File: config.mk
export PLATFORM = sky130hd
export DESIGN_NAME = mem_access_ctrl
export DESIGN_NICKNAME = d
export VERILOG_FILES = /design/src/rtl/mem_access_pkg.sv /design/src/rtl/mem_lane_fmt.sv /design/src/rtl/mem_access_ctrl.sv
export SDC_FILE = /design/constraint.sdc
export NUM_CORES = 1
export LEC_CHECK = 0
export BUFFER_PORTS_ARGS = -buffer_cell sky130_fd_sc_hd__buf_4
export CORE_MARGIN = 10
export CORE_UTILIZATION = 40
export CTS_BUF_LIST = sky130_fd_sc_hd__clkbuf_2
export DETAILED_ROUTE_END_ITERATION = 7
export GPL_TIMING_DRIVEN = 0
export PLACE_DENSITY = 0.64
export SLEW_MARGIN = 20
export SYNTH_ARGS = -nofsm -noshare
export SYNTH_HDL_FRONTEND = slang
export SYNTH_SLANG_ARGS = --single-unit
File: constraint.sdc
create_clock -name clk -period 6.5 [get_ports clk]
set_clock_uncertainty 0.05 [all_clocks]
set_input_delay 0.975 -clock clk [delete_from_list [all_inputs] [get_ports clk]]
set_output_delay 0.975 -clock clk [all_outputs]
set_load 0.005 [all_outputs]
File: src/rtl/mem_access_pkg.sv
// Shared types for the load/store initiator: access sizes, FSM states, lane widths.
package mem_access_pkg;

   typedef enum logic [1:0] {
      SZ_BYTE = 2'b00,
      SZ_HALF = 2'b01,
      SZ_WORD = 2'b10,
      SZ_RSVD = 2'b11
   } size_e;

   typedef enum logic [2:0] {
      IDLE      = 3'd0,
      LOAD      = 3'd1,
      LOAD_DATA = 3'd2,
      STORE     = 3'd3,
      RMW_RD    = 3'd4,
      RMW_WR    = 3'd5,
      ERR_RSP   = 3'd6
   } state_e;

   localparam int BYTE_W = 8;
   localparam int HALF_W = 16;
   localparam int WORD_W = 32;

endpackage

File: src/rtl/mem_lane_fmt.sv
// Combinational lane logic: load extraction with sign/zero extension and
// sub-word store merge into an existing 32-bit word (little-endian lanes).
module mem_lane_fmt
   import mem_access_pkg::*;
(
   input  logic [1:0]        addr_lo,
   input  size_e             size,
   input  logic              is_unsigned,
   input  logic [WORD_W-1:0] rdata,
   input  logic [WORD_W-1:0] wdata,
   output logic [WORD_W-1:0] load_data,
   output logic [WORD_W-1:0] merged
);

   logic [4:0]        shamt;
   logic [WORD_W-1:0] shifted;
   logic [WORD_W-1:0] lane_mask;
   logic [WORD_W-1:0] lane_data;

   assign shamt   = {addr_lo, 3'b000};
   assign shifted = rdata >> shamt;

   always_comb begin
      load_data = rdata;
      lane_mask = '0;
      lane_data = '0;
      case (size)
         SZ_BYTE: begin
            load_data = is_unsigned ? {{(WORD_W-BYTE_W){1'b0}}, shifted[BYTE_W-1:0]}
                                    : {{(WORD_W-BYTE_W){shifted[BYTE_W-1]}}, shifted[BYTE_W-1:0]};
            lane_mask = {{(WORD_W-BYTE_W){1'b0}}, {BYTE_W{1'b1}}} << shamt;
            lane_data = {{(WORD_W-BYTE_W){1'b0}}, wdata[BYTE_W-1:0]} << shamt;
         end
         SZ_HALF: begin
            load_data = is_unsigned ? {{(WORD_W-HALF_W){1'b0}}, shifted[HALF_W-1:0]}
                                    : {{(WORD_W-HALF_W){shifted[HALF_W-1]}}, shifted[HALF_W-1:0]};
            lane_mask = {{(WORD_W-HALF_W){1'b0}}, {HALF_W{1'b1}}} << shamt;
            lane_data = {{(WORD_W-HALF_W){1'b0}}, wdata[HALF_W-1:0]} << shamt;
         end
         default: begin
            load_data = rdata;
            lane_mask = '1;
            lane_data = wdata;
         end
      endcase
   end

   assign merged = (rdata & ~lane_mask) | lane_data;

endmodule

File: src/rtl/mem_access_ctrl.sv
// Load/store initiator for a word-wide RAM; sub-word stores use read-modify-write.
// Optional build macro MEMACC_RANGE_CHECK_EN rejects addresses beyond 2^ADDR_W bytes.
module mem_access_ctrl
   import mem_access_pkg::*;
#(
   parameter int ADDR_W = 7
) (
   input  logic        clk,
   input  logic        rst,
   input  logic        req_valid,
   output logic        req_ready,
   input  logic        req_we,
   input  logic [1:0]  req_size,
   input  logic        req_unsigned,
   input  logic [31:0] req_addr,
   input  logic [31:0] req_wdata,
   output logic        rsp_valid,
   output logic        rsp_err,
   output logic [31:0] rsp_rdata,
   output logic        ram_wen,
   output logic [31:0] ram_w_addr,
   output logic [31:0] ram_w_data,
   output logic        ram_ren,
   output logic [31:0] ram_r_addr,
   input  logic [31:0] ram_r_data
);

`ifdef MEMACC_RANGE_CHECK_EN
   localparam logic RANGE_CHECK = 1'b1;
`else
   localparam logic RANGE_CHECK = 1'b0;
`endif

   state_e      state;
   size_e       size_q;
   logic        uns_q;
   logic [31:0] addr_q;
   logic [31:0] wdata_q;
   logic        align_bad;
   logic        range_bad;
   logic [31:0] word_addr;
   logic [31:0] load_data;
   logic [31:0] merged;

   always_comb begin
      case (size_e'(req_size))
         SZ_BYTE: align_bad = 1'b0;
         SZ_HALF: align_bad = req_addr[0];
         SZ_WORD: align_bad = (req_addr[1:0] != 2'b00);
         default: align_bad = 1'b1;
      endcase
   end

   assign range_bad = RANGE_CHECK && ((req_addr >> ADDR_W) != 32'd0);
   assign word_addr = {addr_q[31:2], 2'b00};

   // Async reset forces IDLE, so gating with rst also suppresses a write on the reset edge.
   assign req_ready  = (state == IDLE) && !rst;
   assign ram_ren    = ((state == LOAD) || (state == RMW_RD)) && !rst;
   assign ram_wen    = ((state == STORE) || (state == RMW_WR)) && !rst;
   assign ram_r_addr = ram_ren ? word_addr : 32'd0;
   assign ram_w_addr = ram_wen ? word_addr : 32'd0;
   assign ram_w_data = !ram_wen ? 32'd0 : (state == STORE) ? wdata_q : merged;

   mem_lane_fmt u_fmt (
      .addr_lo     (addr_q[1:0]),
      .size        (size_q),
      .is_unsigned (uns_q),
      .rdata       (ram_r_data),
      .wdata       (wdata_q),
      .load_data   (load_data),
      .merged      (merged)
   );

   always_ff @(posedge clk or posedge rst) begin
      if (rst) begin
         state     <= IDLE;
         size_q    <= SZ_BYTE;
         uns_q     <= 1'b0;
         addr_q    <= '0;
         wdata_q   <= '0;
         rsp_valid <= 1'b0;
         rsp_err   <= 1'b0;
         rsp_rdata <= '0;
      end else begin
         rsp_valid <= 1'b0;
         rsp_err   <= 1'b0;
         rsp_rdata <= '0;
         case (state)
            IDLE: if (req_valid) begin
               size_q  <= size_e'(req_size);
               uns_q   <= req_unsigned;
               addr_q  <= req_addr;
               wdata_q <= req_wdata;
               // Rejected requests answer straight from IDLE without touching RAM.
               if (align_bad || range_bad) begin
                  rsp_valid <= 1'b1;
                  rsp_err   <= 1'b1;
               end else if (!req_we)
                  state <= LOAD;
               else if (size_e'(req_size) == SZ_WORD)
                  state <= STORE;
               else
                  state <= RMW_RD;
            end
            LOAD:      state <= LOAD_DATA;
            LOAD_DATA: begin
               rsp_valid <= 1'b1;
               rsp_rdata <= load_data;
               state     <= IDLE;
            end
            STORE: begin
               rsp_valid <= 1'b1;
               state     <= IDLE;
            end
            RMW_RD:    state <= RMW_WR;
            RMW_WR: begin
               rsp_valid <= 1'b1;
               state     <= IDLE;
            end
            default:   state <= IDLE;
         endcase
      end
   end

endmodule
After elaboration in Yosys (flattened, before gate mapping)
Cells that the tools add are included.
{"block": "word_totals", "reg_bits": 104, "in_bits": 103, "output_inout_bits": 133, "word_cells": 59}
{"block": "classes", "n_eq_ne": 10, "n_shift": 5, "muxes": 20, "bitwise": 3, "n_reduce_logical": 13}
{"operator": "$mux W32", "count": 7}
{"operator": "$pmux W32 S2", "count": 3}
{"operator": "$and A32 B32 Y32", "count": 1}
{"operator": "$not A32 Y32", "count": 1}
{"operator": "$or A32 B32 Y32", "count": 1}
{"operator": "$shl A16 B5 Y32", "count": 1}
{"operator": "$shl A16 B5 Y32 const A", "count": 1}
{"operator": "$shl A8 B5 Y32", "count": 1}
{"operator": "$shl A8 B5 Y32 const A", "count": 1}
{"operator": "$shr A32 B5 Y16", "count": 1}
{"operator": "$mux W3", "count": 4}
{"operator": "$pmux W3 S3", "count": 1}
{"operator": "$eq A3 B2 Y1 const B", "count": 2}
{"operator": "$eq A3 B3 Y1 const B", "count": 2}
{"operator": "$eq A2 B1 Y1 const B", "count": 2}
{"operator": "$logic_not A2 Y1", "count": 2}
{"operator": "$ne A2 B2 Y1 const B", "count": 2}
{"operator": "$reduce_and A2 Y1", "count": 2}
{"operator": "$eq A3 B1 Y1 const B", "count": 1}
{"operator": "$logic_and A1 B1 Y1", "count": 3}
{"operator": "$logic_not A3 Y1", "count": 1}
{"operator": "$mux W1", "count": 3}
{"operator": "$pmux W1 S3", "count": 1}
{"operator": "$reduce_or A3 Y1", "count": 1}
{"operator": "other kinds (5)", "count": 6}

Depth between registers and ports, before layout
{"block": "logic_depth", "ltp_word": 7, "depth_mapped": 8, "depth_no_buf": 5}

Hierarchy
From an unflattened synthesis, not the netlist that was laid out.
{"block": "unflattened", "cells_unflattened": 809, "hier_area_um2": 6316.1}
{"mod": "mem_access_ctrl", "n_inst": 1, "cells_each": 563, "area_each_um2": 4732.0, "seq_area_each_um2": 2602.5}
{"mod": "mem_lane_fmt", "n_inst": 1, "cells_each": 246, "area_each_um2": 1584.0, "seq_area_each_um2": 0.0}

Worst setup path after synthesis
OpenSTA, ideal clock, no wires.
{"block": "synth_path", "kind": "input -> output", "start": "input port rst", "end": "output port ram_w_data[13]", "arrival_time_ns": 4.583, "t_required_ns": 5.475, "path_slack_ns": 0.892, "path_stages": 7, "n_path_buf": 2, "cell_sequence": "inv_1 > nand3_1 > inv_1 > and2_0 > buf_2 > buf_4 > o2bb2ai_1"}
{"block": "synth_via", "elab_chain_len": 3}
{"item": "start: declaration", "line_no": "mem_access_ctrl.sv:9", "text": "input logic rst,"}
{"item": "$logic_not A1 Y1 (no source line)"}
{"item": "$logic_and A1 B1 Y1", "line_no": "mem_access_ctrl.sv:60", "text": "assign ram_wen = ((state == STORE) || (state == RMW_WR)) && !rst;"}
{"item": "$mux W32", "line_no": "mem_access_ctrl.sv:63", "text": "assign ram_w_data = !ram_wen ? 32'd0 : (state == STORE) ? wdata_q : merged;"}
{"item": "end: declaration", "line_no": "mem_access_ctrl.sv:22", "text": "output logic [31:0] ram_w_data,"}
Every way passes these cells.

Worst setup path in the final report
Same ends and word-level chain as after synthesis.

==> results.md <==
* Status: finished clean
* Fraction of layout cells with a size suffix above 1 at 0.4111
* FF+latch count, synth at 104
* Count of nets after finishing at 931
* Max Clk Rate at 0.2281 GHz
* Pre-Repair DR Iteration Count at 7
* Via count at around 5,500
* Gate Count Post-Synth at 582
* Synth warnings at 0
* Clock root buffer: sky130_fd_sc_hd__clkbuf_2
* Violation count after the first detailed-routing iteration at between 300 and 400
* Max_cap viols at 0
* Clock transition at the registers of the reported paths at 0.29 ns
* Worst Hold Slack at 0.2876 ns
* GRT overflow at 0
* Combined global-route utilization of all metal layers at 0.2149
* Number of buffers on the longest clock path at 2
* Final routed DRC violation total at 0
* Critical Path Sink Type: output port
* Maximum number of pins on one net before global-route repair at 58
* Count of cell types in the netlist at 46
* Leakage power at ~0.0037 uW
* Post_cts resized at 0
* Final RePlAce weighted congestion at 0.8926
* Launching element type of the critical path: input pin
* Final hold violations at 0
* Ratio of routed vias to standard cells at 5.362
* Signed area change from the synthesized netlist to the final layout at 36.36%
* Max-Slew Margin vs Limit at 0.5082
* Path type of the worst min-delay path: in -> async
* Slowest CP cell: sky130_fd_sc_hd__nand3_1
* Number of standard cells in the final layout excluding fillers at 1,017
* Total number of placement rows at 44
* Critical path's most frequent cell: sky130_fd_sc_hd__buf_4
* TNS Setup at 0 ns
* Worst setup path category: in -> out
* Main area contributors after synthesis: sky130_fd_sc_hd__dfrtp_1, sky130_fd_sc_hd__mux2_2, sky130_fd_sc_hd__and2_1
* Post-detail-place hpwl at 17,890 microns
* Sequential element share of the synthesized area at 0.4470
* Crit path cell chain: buf_4 -> inv_6 -> buf_16 -> nand3_1 -> inv_1 -> and2_0 -> buf_2 -> buf_4 -> o2bb2ai_1 -> buf_4
* Worst Max-Slew Pin Slew at 0.7377 ns
* Power density over the cells at 410.9 nW/um^2
* Synth top area share at 0.4470
* Critical Path AT at approximately 3.4 ns
* Share of flip-flops with an asynchronous set or reset after synthesis at 1.000
* Maximum cell stage delay along the critical path at 0.36 ns
* Port-buffer cells at 231
* Maximum level of the CTS H-tree at 3
* Average instance area after synthesis at around 10 sq um
* Number of global-route vias before repair at just under 6,000
* Cell area after synthesis at 5822 sq um
* Leading cell types by count after synthesis: sky130_fd_sc_hd__dfrtp_1, sky130_fd_sc_hd__and2_1, sky130_fd_sc_hd__mux2_2
* Synth Flop Type: sky130_fd_sc_hd__dfrtp_1
* Starting Density at 0.4036
* Number of antenna violations at the first check in global routing at 1
* Insertion delay to the later sink of the worst-skew pair at 0.62 ns
* Number of failing setup endpoints in the final timing report at 0
* Area leader, netlist: sky130_fd_sc_hd__dfrtp_1
* Post-CTS setup-driven buffer insertion count at 0
* Total die area at 19,780 sq um
* Largest delay share family, worst path: buffers and inverters
* Die X-Extent at about 140 microns
* Worst endpoint required time at between 5 and 6 ns
* Residual antenna-violating net count after detailed routing at 0
* Hold-fix buffer count after cts at 0
* Y dimension of the die at 140.6 microns
* Count of boundary I/O pins at 236
* Routed length per instance at approximately 21 microns
* Filler cell count in the final layout at 1,367
* IR Drop Worst-Case VDD at about 0.16 mV
* Post-layout minimum cycle time at 4.384 ns
* Instance area after placement at between 7000 and 8000 sq um
* Most repeated cell in the gate-level netlist after synthesis: sky130_fd_sc_hd__dfrtp_1
* Core region area at around 14,000 sq um
* Setup repair after global routing missed its margin: false
* Clock tree from TritonCTS: yes
* Number of clock sinks seen by CTS at 104
* Final WL at between 20,000 and 25,000 microns
* TritonCTS buffer count at 9
* Number of synthesized flops with an enable pin at 0
* Wire length of the first global-routing pass at 33,500 microns
* Portion of the clock cycle consumed by the worst path in the final layout at 0.6745
* Worst-path fanout max at 57
* Final max-slew violation count at 0
* Finished Core Util at 0.5504
* Total placed cells including tap cells at 1,001
* Fin area at 7939 sq um
* Combined buffer and inverter count along the critical path at 7
==> path summary, 6_finish.rpt <==
path / startpoint / to / slack [ns] / cells past startpoint
min reg2reg: addr_q[31] / addr_q[31] / 0.49 / 1
min: rst / wdata_q[8] / 0.29 / 2
max: rst / ram_w_data[13] / 2.12 / 10
min in group clk: req_wdata[31] / wdata_q[31] / 0.49 / 2
max in group asynchronous: rst / rsp_rdata[2] / 5.46 / 3
max reg2reg: state[0] / wdata_q[4] / 4.24 / 4
==> layout make-up <==
class / instances / area (sq um) / share of cell area
Inverter: 7 / 31.28 / 0.003940
Multi-Input combinational cell: 423 / 2962 / 0.3730
Timing Repair Buffer: 232 / 1762 / 0.2219
Clock buffer: 10 / 50.05 / 0.006304
Tap cell: 184 / 230.2 / 0.02900
Buffer: 51 / 242.7 / 0.03058
Clock inverter: 5 / 56.30 / 0.007092
Sequential cell: 104 / 2603 / 0.3278
Antenna cell: 1 / 2.502 / 0.0003152
==> layer usage <==
metal / routed length (microns) / share of wire / vias up / global-route usage
li1: - / - / 2544 / -
met3: 2188 / 0.10 / 43 / 0.08129
met1: 8817 / 0.40 / 2603 / 0.2487
met4: 689 / 0.032 / 0 / 0.09837
met5: 0 / 0 / - / 0
met2: 10140 / 0.46 / 263 / 0.3456
==> report_power, final <==
| part | total, uW | switching (uW) | internal, uW | leakage, uW |
|---|---|---|---|---|
| Sequential | 1120 | 201 | 921 | 0.00129 |
| Combinational | 1830 | 982 | 848 | 0.00238 |
| Clock | 310 | 220 | 89.6 | 0.0000702 |
==> state kept, by name, summed over array words and instances, names as in the netlist <==
| register | cells |
|---|---|
| size_q | 2 |
| addr_q | 32 |
| rsp_valid | 1 |
| wdata_q | 32 |
| uns_q | 1 |
| rsp_rdata | 32 |
| rsp_err | 1 |
| state | 3 |
==> per-stage QoR <==
stage	total power (uW)	setup WS, ns
after global placement	2926	-0.9904
after CTS	3285	2.084
after floorplan	2255	0.8922
final	3262	2.116
after detailed placement	2967	2.086
after global routing	3496	1.897
==> cell families (layout without fill, tap and decap cells) <==
family,after synthesis,after routing,synth area share
AOI/OAI and AO/OA,136,136,0.1623
and+or+nand+nor,199,199,0.1861
muxes,82,82,0.1547
xor gates and xnor gates,2,2,0.003009
DFF,104,104,0.4470
buffers and inverters,58,305,0.04621
other,1,5,0.0006441
==> cells in the final DEF (no fill, tap or decap), types with 3 or more instances in the layout <==
master and instances:
sky130_fd_sc_hd__nand3b_1 16, sky130_fd_sc_hd__inv_6 3, sky130_fd_sc_hd__nand2b_1 15, sky130_fd_sc_hd__buf_1 3, sky130_fd_sc_hd__nor2_1 24, sky130_fd_sc_hd__and2_1 61
sky130_fd_sc_hd__a22o_1 9, sky130_fd_sc_hd__o2bb2ai_1 29, sky130_fd_sc_hd__a21oi_1 25, sky130_fd_sc_hd__mux2i_1 18, sky130_fd_sc_hd__conb_1 4, sky130_fd_sc_hd__dfrtp_1 104
sky130_fd_sc_hd__clkbuf_1 23, sky130_fd_sc_hd__nor3_1 5, sky130_fd_sc_hd__nand3_1 18, sky130_fd_sc_hd__o21ai_1 8, sky130_fd_sc_hd__nand2_1 45, sky130_fd_sc_hd__mux2_1 5
sky130_fd_sc_hd__mux2_2 59, sky130_fd_sc_hd__a22oi_1 24, sky130_fd_sc_hd__clkbuf_2 10, sky130_fd_sc_hd__buf_4 239, sky130_fd_sc_hd__or3_1 3, sky130_fd_sc_hd__nor2b_1 3
sky130_fd_sc_hd__inv_1 4, sky130_fd_sc_hd__buf_2 17, sky130_fd_sc_hd__o21ai_0 28
Power figures use the tool's default switching activity.
